<file path="src/rtl/mc_pkg.sv">
// Shared definitions for the multi-cycle MIPS sequencing controller.
// Contents:
//   - FSM state codes (also visible on the debug 'state' port)
//   - ALUOp codes understood by the shared ALU
//   - supported opcode values
//   - RegDst / ALUSrcB / PCSource mux select values
//   - ctrl_t, the packed control word the FSM decodes each cycle
package mc_pkg;

    // FSM state codes
    localparam logic [3:0] S_FETCH  = 4'd0;
    localparam logic [3:0] S_DECODE = 4'd1;
    localparam logic [3:0] S_MEMADR = 4'd2;
    localparam logic [3:0] S_MEMRD  = 4'd3;
    localparam logic [3:0] S_MEMWB  = 4'd4;
    localparam logic [3:0] S_MEMWR  = 4'd5;
    localparam logic [3:0] S_EXEC_R = 4'd6;
    localparam logic [3:0] S_EXEC_I = 4'd7;
    localparam logic [3:0] S_ALUWB  = 4'd8;
    localparam logic [3:0] S_BRANCH = 4'd9;
    localparam logic [3:0] S_JAL    = 4'd10;
    localparam logic [3:0] S_TRAP   = 4'd11;

    // ALU operation codes
    localparam logic [3:0] ALU_ADD   = 4'b0000;
    localparam logic [3:0] ALU_SUB   = 4'b0001;
    localparam logic [3:0] ALU_FUNCT = 4'b0010;
    localparam logic [3:0] ALU_XOR   = 4'b0011;
    localparam logic [3:0] ALU_SLT   = 4'b0100;

    // Supported opcodes
    localparam logic [5:0] OP_RTYPE = 6'b000000;
    localparam logic [5:0] OP_BEQ   = 6'b000100;
    localparam logic [5:0] OP_BNE   = 6'b000101;
    localparam logic [5:0] OP_ANDI  = 6'b001100;
    localparam logic [5:0] OP_XORI  = 6'b001110;
    localparam logic [5:0] OP_SLTI  = 6'b001010;
    localparam logic [5:0] OP_JAL   = 6'b000011;
    localparam logic [5:0] OP_LW    = 6'b100011;
    localparam logic [5:0] OP_SW    = 6'b101011;

    // RegDst selects
    localparam logic [1:0] REGDST_RT = 2'b00;
    localparam logic [1:0] REGDST_RD = 2'b01;
    localparam logic [1:0] REGDST_RA = 2'b10;

    // ALUSrcB selects
    localparam logic [1:0] SRCB_REG     = 2'b00;
    localparam logic [1:0] SRCB_FOUR    = 2'b01;
    localparam logic [1:0] SRCB_IMM     = 2'b10;
    localparam logic [1:0] SRCB_IMM_SH2 = 2'b11;

    // PCSource selects
    localparam logic [1:0] PCSRC_ALU    = 2'b00;
    localparam logic [1:0] PCSRC_ALUOUT = 2'b01;
    localparam logic [1:0] PCSRC_JUMP   = 2'b10;

    // One cycle's worth of datapath control
    typedef struct packed {
        logic       pc_write;
        logic       iord;
        logic       mem_read;
        logic       mem_write;
        logic       ir_write;
        logic [1:0] reg_dst;
        logic       mem_to_reg;
        logic       pc_to_reg;
        logic       reg_write;
        logic       alu_src_a;
        logic [1:0] alu_src_b;
        logic [3:0] alu_op;
        logic       ext_mode;
        logic [1:0] pc_source;
        logic       instr_done;
    } ctrl_t;

    // States that sit on the memory port waiting for mem_ready
    function automatic logic is_wait_state(input logic [3:0] s);
        return (s == S_FETCH) || (s == S_MEMRD) || (s == S_MEMWR);
    endfunction

endpackage

</file>
<file path="src/rtl/mc_wait_timer.sv">
// Memory-wait watchdog for the multi-cycle controller.
// Counts cycles spent stalled on the memory port and flags a timeout in the
// cycle the stall count reaches MEM_TIMEOUT (0 disables the watchdog).
// Ports:
//   clk, reset  - clock and asynchronous active-high reset
//   waiting     - FSM is in a state that waits on mem_ready
//   mem_ready   - memory handshake; a ready cycle never times out
//   advance     - FSM changes state this cycle (clears the count)
//   timeout     - combinational: this stalled cycle is the limit
module mc_wait_timer #(
    parameter int MEM_TIMEOUT = 15
) (
    input  logic clk,
    input  logic reset,
    input  logic waiting,
    input  logic mem_ready,
    input  logic advance,
    output logic timeout
);

    localparam logic [8:0] LIMIT = 9'(MEM_TIMEOUT);

    logic [7:0] count;
    logic       stalled;

    assign stalled = waiting && !mem_ready;

    // Stall counter; saturates so a disabled watchdog never wraps.
    always_ff @(posedge clk or posedge reset) begin
        if (reset) begin
            count <= 8'd0;
        end else if (advance) begin
            count <= 8'd0;
        end else if (stalled && (count != 8'hFF)) begin
            count <= count + 8'd1;
        end
    end

    // The current stalled cycle is counted, so the limit is hit when the
    // stored count plus this cycle equals MEM_TIMEOUT.
    assign timeout = (MEM_TIMEOUT != 0) && stalled &&
                     (({1'b0, count} + 9'd1) == LIMIT);

endmodule

</file>
<file path="src/rtl/multicycle_control.sv">
// Multi-cycle MIPS sequencing controller (Moore FSM).
// Steps each instruction through FETCH/DECODE/EXEC/MEM/WB so a single ALU and
// a unified memory port are shared across cycles.
// Ports:
//   clk, reset     - clock, asynchronous active-high reset
//   op             - opcode from the instruction register
//   zero           - ALU zero flag (branch resolution)
//   mem_ready      - memory access completes this cycle
//   pc_write .. PCSource - datapath enables and mux selects
//   instr_done     - pulse on the last cycle of each instruction
//   illegal        - sticky, unsupported opcode trapped
//   bus_err        - sticky, mem_ready timeout
//   state          - current state code for debug
module multicycle_control
    import mc_pkg::*;
#(
    parameter int MEM_TIMEOUT = 15
) (
    input  logic       clk,
    input  logic       reset,
    input  logic [5:0] op,
    input  logic       zero,
    input  logic       mem_ready,
    output logic       pc_write,
    output logic       IorD,
    output logic       MemRead,
    output logic       MemWrite,
    output logic       IRWrite,
    output logic [1:0] RegDst,
    output logic       MemtoReg,
    output logic       PCToReg,
    output logic       RegWrite,
    output logic       ALUSrcA,
    output logic [1:0] ALUSrcB,
    output logic [3:0] ALUOp,
    output logic       ExtMode,
    output logic [1:0] PCSource,
    output logic       instr_done,
    output logic       illegal,
    output logic       bus_err,
    output logic [3:0] state
);

    logic [3:0] next_state;
    logic       timeout;
    logic       waiting;
    logic       advance;
    ctrl_t      ctrl;

    assign waiting = is_wait_state(state);
    assign advance = (next_state != state);

    mc_wait_timer #(
        .MEM_TIMEOUT(MEM_TIMEOUT)
    ) u_wait_timer (
        .clk       (clk),
        .reset     (reset),
        .waiting   (waiting),
        .mem_ready (mem_ready),
        .advance   (advance),
        .timeout   (timeout)
    );

    // State register plus the two sticky error flags.
    always_ff @(posedge clk or posedge reset) begin
        if (reset) begin
            state   <= S_FETCH;
            illegal <= 1'b0;
            bus_err <= 1'b0;
        end else begin
            state   <= next_state;
            illegal <= illegal | ((state == S_DECODE) && (next_state == S_TRAP));
            bus_err <= bus_err | timeout;
        end
    end

    // Next-state logic. A ready handshake is checked before the timeout so a
    // late-but-in-time mem_ready still completes the access.
    always_comb begin
        next_state = state;
        case (state)
            S_FETCH: begin
                if (mem_ready)    next_state = S_DECODE;
                else if (timeout) next_state = S_TRAP;
            end
            S_DECODE: begin
                case (op)
                    OP_RTYPE:                   next_state = S_EXEC_R;
                    OP_LW, OP_SW:               next_state = S_MEMADR;
                    OP_BEQ, OP_BNE:             next_state = S_BRANCH;
                    OP_JAL:                     next_state = S_JAL;
                    OP_ANDI, OP_XORI, OP_SLTI:  next_state = S_EXEC_I;
                    default:                    next_state = S_TRAP;
                endcase
            end
            S_MEMADR: next_state = (op == OP_SW) ? S_MEMWR : S_MEMRD;
            S_MEMRD: begin
                if (mem_ready)    next_state = S_MEMWB;
                else if (timeout) next_state = S_TRAP;
            end
            S_MEMWR: begin
                if (mem_ready)    next_state = S_FETCH;
                else if (timeout) next_state = S_TRAP;
            end
            S_EXEC_R, S_EXEC_I:                   next_state = S_ALUWB;
            S_ALUWB, S_MEMWB, S_BRANCH, S_JAL:    next_state = S_FETCH;
            S_TRAP:                               next_state = S_TRAP;
            default:                              next_state = S_TRAP;
        endcase
    end

    // Control decode. Everything defaults to 0 so unused selects never float.
    // A timeout cycle and reset both suppress the whole word's enables.
    always_comb begin
        ctrl = '0;
        case (state)
            S_FETCH: begin
                ctrl.mem_read  = 1'b1;
                ctrl.alu_src_b = SRCB_FOUR;
                ctrl.alu_op    = ALU_ADD;
                ctrl.pc_source = PCSRC_ALU;
                ctrl.ir_write  = mem_ready;
                ctrl.pc_write  = mem_ready;
            end
            S_DECODE: begin
                ctrl.alu_src_b = SRCB_IMM_SH2;
                ctrl.ext_mode  = 1'b1;
                ctrl.alu_op    = ALU_ADD;
            end
            S_EXEC_R: begin
                ctrl.alu_src_a = 1'b1;
                ctrl.alu_src_b = SRCB_REG;
                ctrl.alu_op    = ALU_FUNCT;
            end
            S_EXEC_I: begin
                ctrl.alu_src_a = 1'b1;
                ctrl.alu_src_b = SRCB_IMM;
                case (op)
                    OP_ANDI: begin
                        ctrl.alu_op   = ALU_ADD;
                        ctrl.ext_mode = 1'b0;
                    end
                    OP_XORI: begin
                        ctrl.alu_op   = ALU_XOR;
                        ctrl.ext_mode = 1'b0;
                    end
                    OP_SLTI: begin
                        ctrl.alu_op   = ALU_SLT;
                        ctrl.ext_mode = 1'b1;
                    end
                    default: ctrl.alu_op = ALU_ADD;
                endcase
            end
            S_ALUWB: begin
                ctrl.reg_write  = 1'b1;
                ctrl.reg_dst    = (op == OP_RTYPE) ? REGDST_RD : REGDST_RT;
                ctrl.instr_done = 1'b1;
            end
            S_MEMADR: begin
                ctrl.alu_src_a = 1'b1;
                ctrl.alu_src_b = SRCB_IMM;
                ctrl.ext_mode  = 1'b1;
                ctrl.alu_op    = ALU_ADD;
            end
            S_MEMRD: begin
                ctrl.mem_read = 1'b1;
                ctrl.iord     = 1'b1;
            end
            S_MEMWB: begin
                ctrl.reg_write  = 1'b1;
                ctrl.mem_to_reg = 1'b1;
                ctrl.reg_dst    = REGDST_RT;
                ctrl.instr_done = 1'b1;
            end
            S_MEMWR: begin
                ctrl.mem_write  = 1'b1;
                ctrl.iord       = 1'b1;
                ctrl.instr_done = mem_ready;
            end
            S_BRANCH: begin
                ctrl.alu_src_a  = 1'b1;
                ctrl.alu_src_b  = SRCB_REG;
                ctrl.alu_op     = ALU_SUB;
                ctrl.pc_source  = PCSRC_ALUOUT;
                ctrl.pc_write   = ((op == OP_BEQ) && zero) || ((op == OP_BNE) && !zero);
                ctrl.instr_done = 1'b1;
            end
            S_JAL: begin
                ctrl.reg_dst    = REGDST_RA;
                ctrl.pc_to_reg  = 1'b1;
                ctrl.reg_write  = 1'b1;
                ctrl.pc_source  = PCSRC_JUMP;
                ctrl.pc_write   = 1'b1;
                ctrl.instr_done = 1'b1;
            end
            default: ctrl = '0;
        endcase

        if (timeout) begin
            ctrl.pc_write  = 1'b0;
            ctrl.mem_read  = 1'b0;
            ctrl.mem_write = 1'b0;
            ctrl.ir_write  = 1'b0;
            ctrl.reg_write = 1'b0;
        end

        if (reset) begin
            ctrl = '0;
        end
    end

    assign pc_write   = ctrl.pc_write;
    assign IorD       = ctrl.iord;
    assign MemRead    = ctrl.mem_read;
    assign MemWrite   = ctrl.mem_write;
    assign IRWrite    = ctrl.ir_write;
    assign RegDst     = ctrl.reg_dst;
    assign MemtoReg   = ctrl.mem_to_reg;
    assign PCToReg    = ctrl.pc_to_reg;
    assign RegWrite   = ctrl.reg_write;
    assign ALUSrcA    = ctrl.alu_src_a;
    assign ALUSrcB    = ctrl.alu_src_b;
    assign ALUOp      = ctrl.alu_op;
    assign ExtMode    = ctrl.ext_mode;
    assign PCSource   = ctrl.pc_source;
    assign instr_done = ctrl.instr_done;

endmodule

</file>
<file path="config.mk">
export PLATFORM = sky130hd
export DESIGN_NAME = multicycle_control
export DESIGN_NICKNAME = d
export VERILOG_FILES = /design/src/rtl/mc_pkg.sv /design/src/rtl/mc_wait_timer.sv /design/src/rtl/multicycle_control.sv
export SDC_FILE = /design/constraint.sdc
export NUM_CORES = 1
export LEC_CHECK = 0
export BUFFER_PORTS_ARGS = -buffer_cell sky130_fd_sc_hd__buf_2
export CORE_ASPECT_RATIO = 1.4
export CORE_MARGIN = 2
export CORE_UTILIZATION = 50
export CTS_CLUSTER_SIZE = 12
export DETAILED_ROUTE_END_ITERATION = 12
export PLACE_DENSITY_LB_ADDON = 0.05
export SYNTH_ARGS = -nofsm -noshare
export SYNTH_HDL_FRONTEND = slang
export SYNTH_HIERARCHICAL = 1
export SYNTH_SLANG_ARGS = --single-unit
</file>
<file path="constraint.sdc">
create_clock -name clk -period 3.3 [get_ports clk]
set_input_delay 0.495 -clock clk [delete_from_list [all_inputs] [get_ports clk]]
set_output_delay 0.495 -clock clk [all_outputs]
set_load 0.01 [all_outputs]
</file>
==> impl_results.md <==
- Register area share after synthesis: 0.232
- DRT iter0 DRCs: 61
- Clock Latency Late Sink: between 200 and 250 ps
- Setup WS post-layout: 322 ps
- GR Util met3: 0.0216
- Worst Max-Slew Pin Slew: 548 ps
- Syn avg cell area: between 7 and 8 µm²
- Synth Register Bits: 14
- Setup Buffers After CTS: 0
- DP Worst Slack: 378 ps
- Diodes inserted: 0
- Net Count, Synth: ~210
- Final core occ: 0.601
- Post-DP HPWL: 3270 µm
- Req. time, crit path: 3420 ps
- Nets: 241
- Row cnt: 23
- WL per Instance: about 16 µm
- Worst path slowest cell: dfrtp_1
- Met1 usage: 0.299
- Die height: about 69 µm
- Final Hold Fails: 0
- Vias in the first global route: approximately 1600
- Bufs on Longest Clock Path: 2
- WP data arrival: between 3000 and 4000 ps
- Initial core utilization: 0.526
- CTS buffer count: 3
- Number of nets with antenna violations after routing: 0
- Num ports: 37
- Via count: 1614
- Worst rel slew slack: 0.632
- Max Clock Freq: between 0.3 and 0.4 GHz
- Crit-path max cell delay: roughly 420 ps
- # setup viols final: 0
- Worst-path clk slew: 60 ps
- Distinct cell type count after synthesis: 67
- First-pass GRT wire length: roughly 7400 µm
- Shortest period the worst path allows: 2980 ps
- GRT Overall Usage: 0.264
- Fin Setup TNS: 0 ps
- MaxCap Viol Count: 0
- Met2 GRT Util: 0.493
- Placer Congestion: between 0.9 and 1
- Yosys synthesis warning count: 6
- Area Growth Syn to Fin: 14.3%
- Final Total Pwr: 1230 µW
- Vias per inst: 6.09
- CP endpoint kind: flip-flop
- Final Max Tran Viols: 0
- Chip Width: 50.5 µm
- Class of the worst hold path: in2async
- Port Buffer Count: 35
- Predominant post-synthesis flop cell: dfrtp_1
- Grt peak-use layer: met2
- Initial antenna violation count: 0
- PD cells: between 700 and 800 nW/µm²
- Core Area: roughly 2900 µm²
- Largest net degree at the start of global routing: 27
- H-tree depth: 1
- Area of the multi-input gates: 1040 µm²
- CTS tree: built
- Critical path cell sequence: nand2b_1 > nand2_1 > a21oi_1 > nor2_1 > and2b_2 > o2111a_1 > or2_1 > o211a_1 > o22a_1 > nand2b_4 > o2111ai_1 > buf_4 > nand3b_1 > o31ai_1
- Mapped Area: 1510 µm²
- Share of layout cells above drive strength 1: 0.232
- P_leak: 0.000745 µW
- Async set or reset register ratio after synthesis: 1.00
- DRT Pass-1 Iters: 4
- Storage cell area: 350 µm²
- Clock Root Buffer: clkbuf_8
- Period utilization: 0.902
- Number of fill cells: 288
- Hold buffer count at cts: 0
- Outcome: complete, no violations
- Clk sinks: 14
- Worst Path Max Fanout: 9
- Startpoint Class: flip-flop
- DRC: 0
- Routed wire length: around 4200 µm
- EDFF count, synth: 0
- Setup Skew: 6.14 ps
- RSZ-0062 raised after global routing: no
- Kind of critical path: reg2reg
- Post_cts resized: 0
- Max VDD drop: 0.000552 V
- DIE AREA: 3490 µm²
- Post-Syn Instances: 202
- Gr ovfl total: 0
cells in the mapped netlist, drive strengths merged, types with 3 or more instances:
cell / n / area share
nand3b: 4 / 0.020
or3: 5 / 0.022
and4: 3 / 0.017
nand3: 7 / 0.023
nor2: 16 / 0.040
buf: 14 / 0.054
nand2b: 9 / 0.042
clkbuf: 4 / 0.011
nand2: 13 / 0.032
nor3: 18 / 0.060
dfrtp: 14 / 0.23
inv: 6 / 0.015
o21ai: 9 / 0.030
nor2b: 3 / 0.012
a21oi: 13 / 0.043
o211ai: 4 / 0.023
nor4: 5 / 0.025
cells in the final DEF (no fill, tap or decap), types with 4 or more instances in the layout:
cell and n:
buf_2 35, nor3_1 18, nor2_1 16, dfrtp_1 14, nand2_1 13, a21oi_1 13, nand2b_1 8, nand3_1 7
o21ai_0 6, inv_1 5, buf_4 5, nor4_1 4, nand3b_1 4, or3_1 4, clkbuf_8 4
flip-flops by register name, summed over array words and instances (netlist names):
signal and count:
u_wait_timer/count 8, bus_err 1, state 4, illegal 1
final timing paths:
kind                          start                    end  depth (start not counted)  slack (ps)
min in group clk            illegal                illegal                          1         470
min reg2reg                 illegal                illegal                          1         470
min                           reset  u_wait_timer/count[0]                          2         340
max in group asynchronous     reset               state[2]                          2        2660
max                        state[1]  u_wait_timer/count[1]                         14         320
max reg2reg                state[1]  u_wait_timer/count[1]                         14         320
per-layer routing:
| layer | vias to the layer above | share of wire |
|---|---|---|
| li1 | 799 | - |
| met1 | 751 | 0.39 |
| met2 | 50 | 0.55 |
| met3 | 14 | 0.030 |
| met4 | 0 | 0.032 |
| met5 | - | 0 |
cell families after synthesis:
family          share of synthesized area
buf+inv                            0.0794
simple gates                        0.391
xor+xnor                           0.0232
other cells                       0.00248
fa+ha+maj                          0.0165
flops                               0.232
compound gates                      0.256
area by class of cell:
type / count / area share
Clock buffer: 4 / 0.0318
Sequential cell: 14 / 0.203
Multi-Input combinational cell: 164 / 0.603
Inverter: 6 / 0.0130
Tap cell: 37 / 0.0268
Timing Repair Buffer: 40 / 0.123
critical path: cells and delay by family, from the launching register on:
kind	cells	cell delay, ps
compound gates	6	1080
buf+inv	1	190
flops	1	420
simple gates	7	1150
metrics by stage:
step / area, µm² / std cells / hold WS [ps]
global route: 1730 / 265 / 374
CTS: 1730 / 265 / 335
finish: 1730 / 265 / 336
global placement: 1670 / 261 / 457
floorplan: 1510 / 202 / 300
detailed placement: 1670 / 261 / 458
power breakdown:
part           internal (µW)  switching [µW]
Combinational            332             492
Sequential               203            40.3
Clock                    106            60.2
Total                    640             592
(Power assumes the default switching activity.)
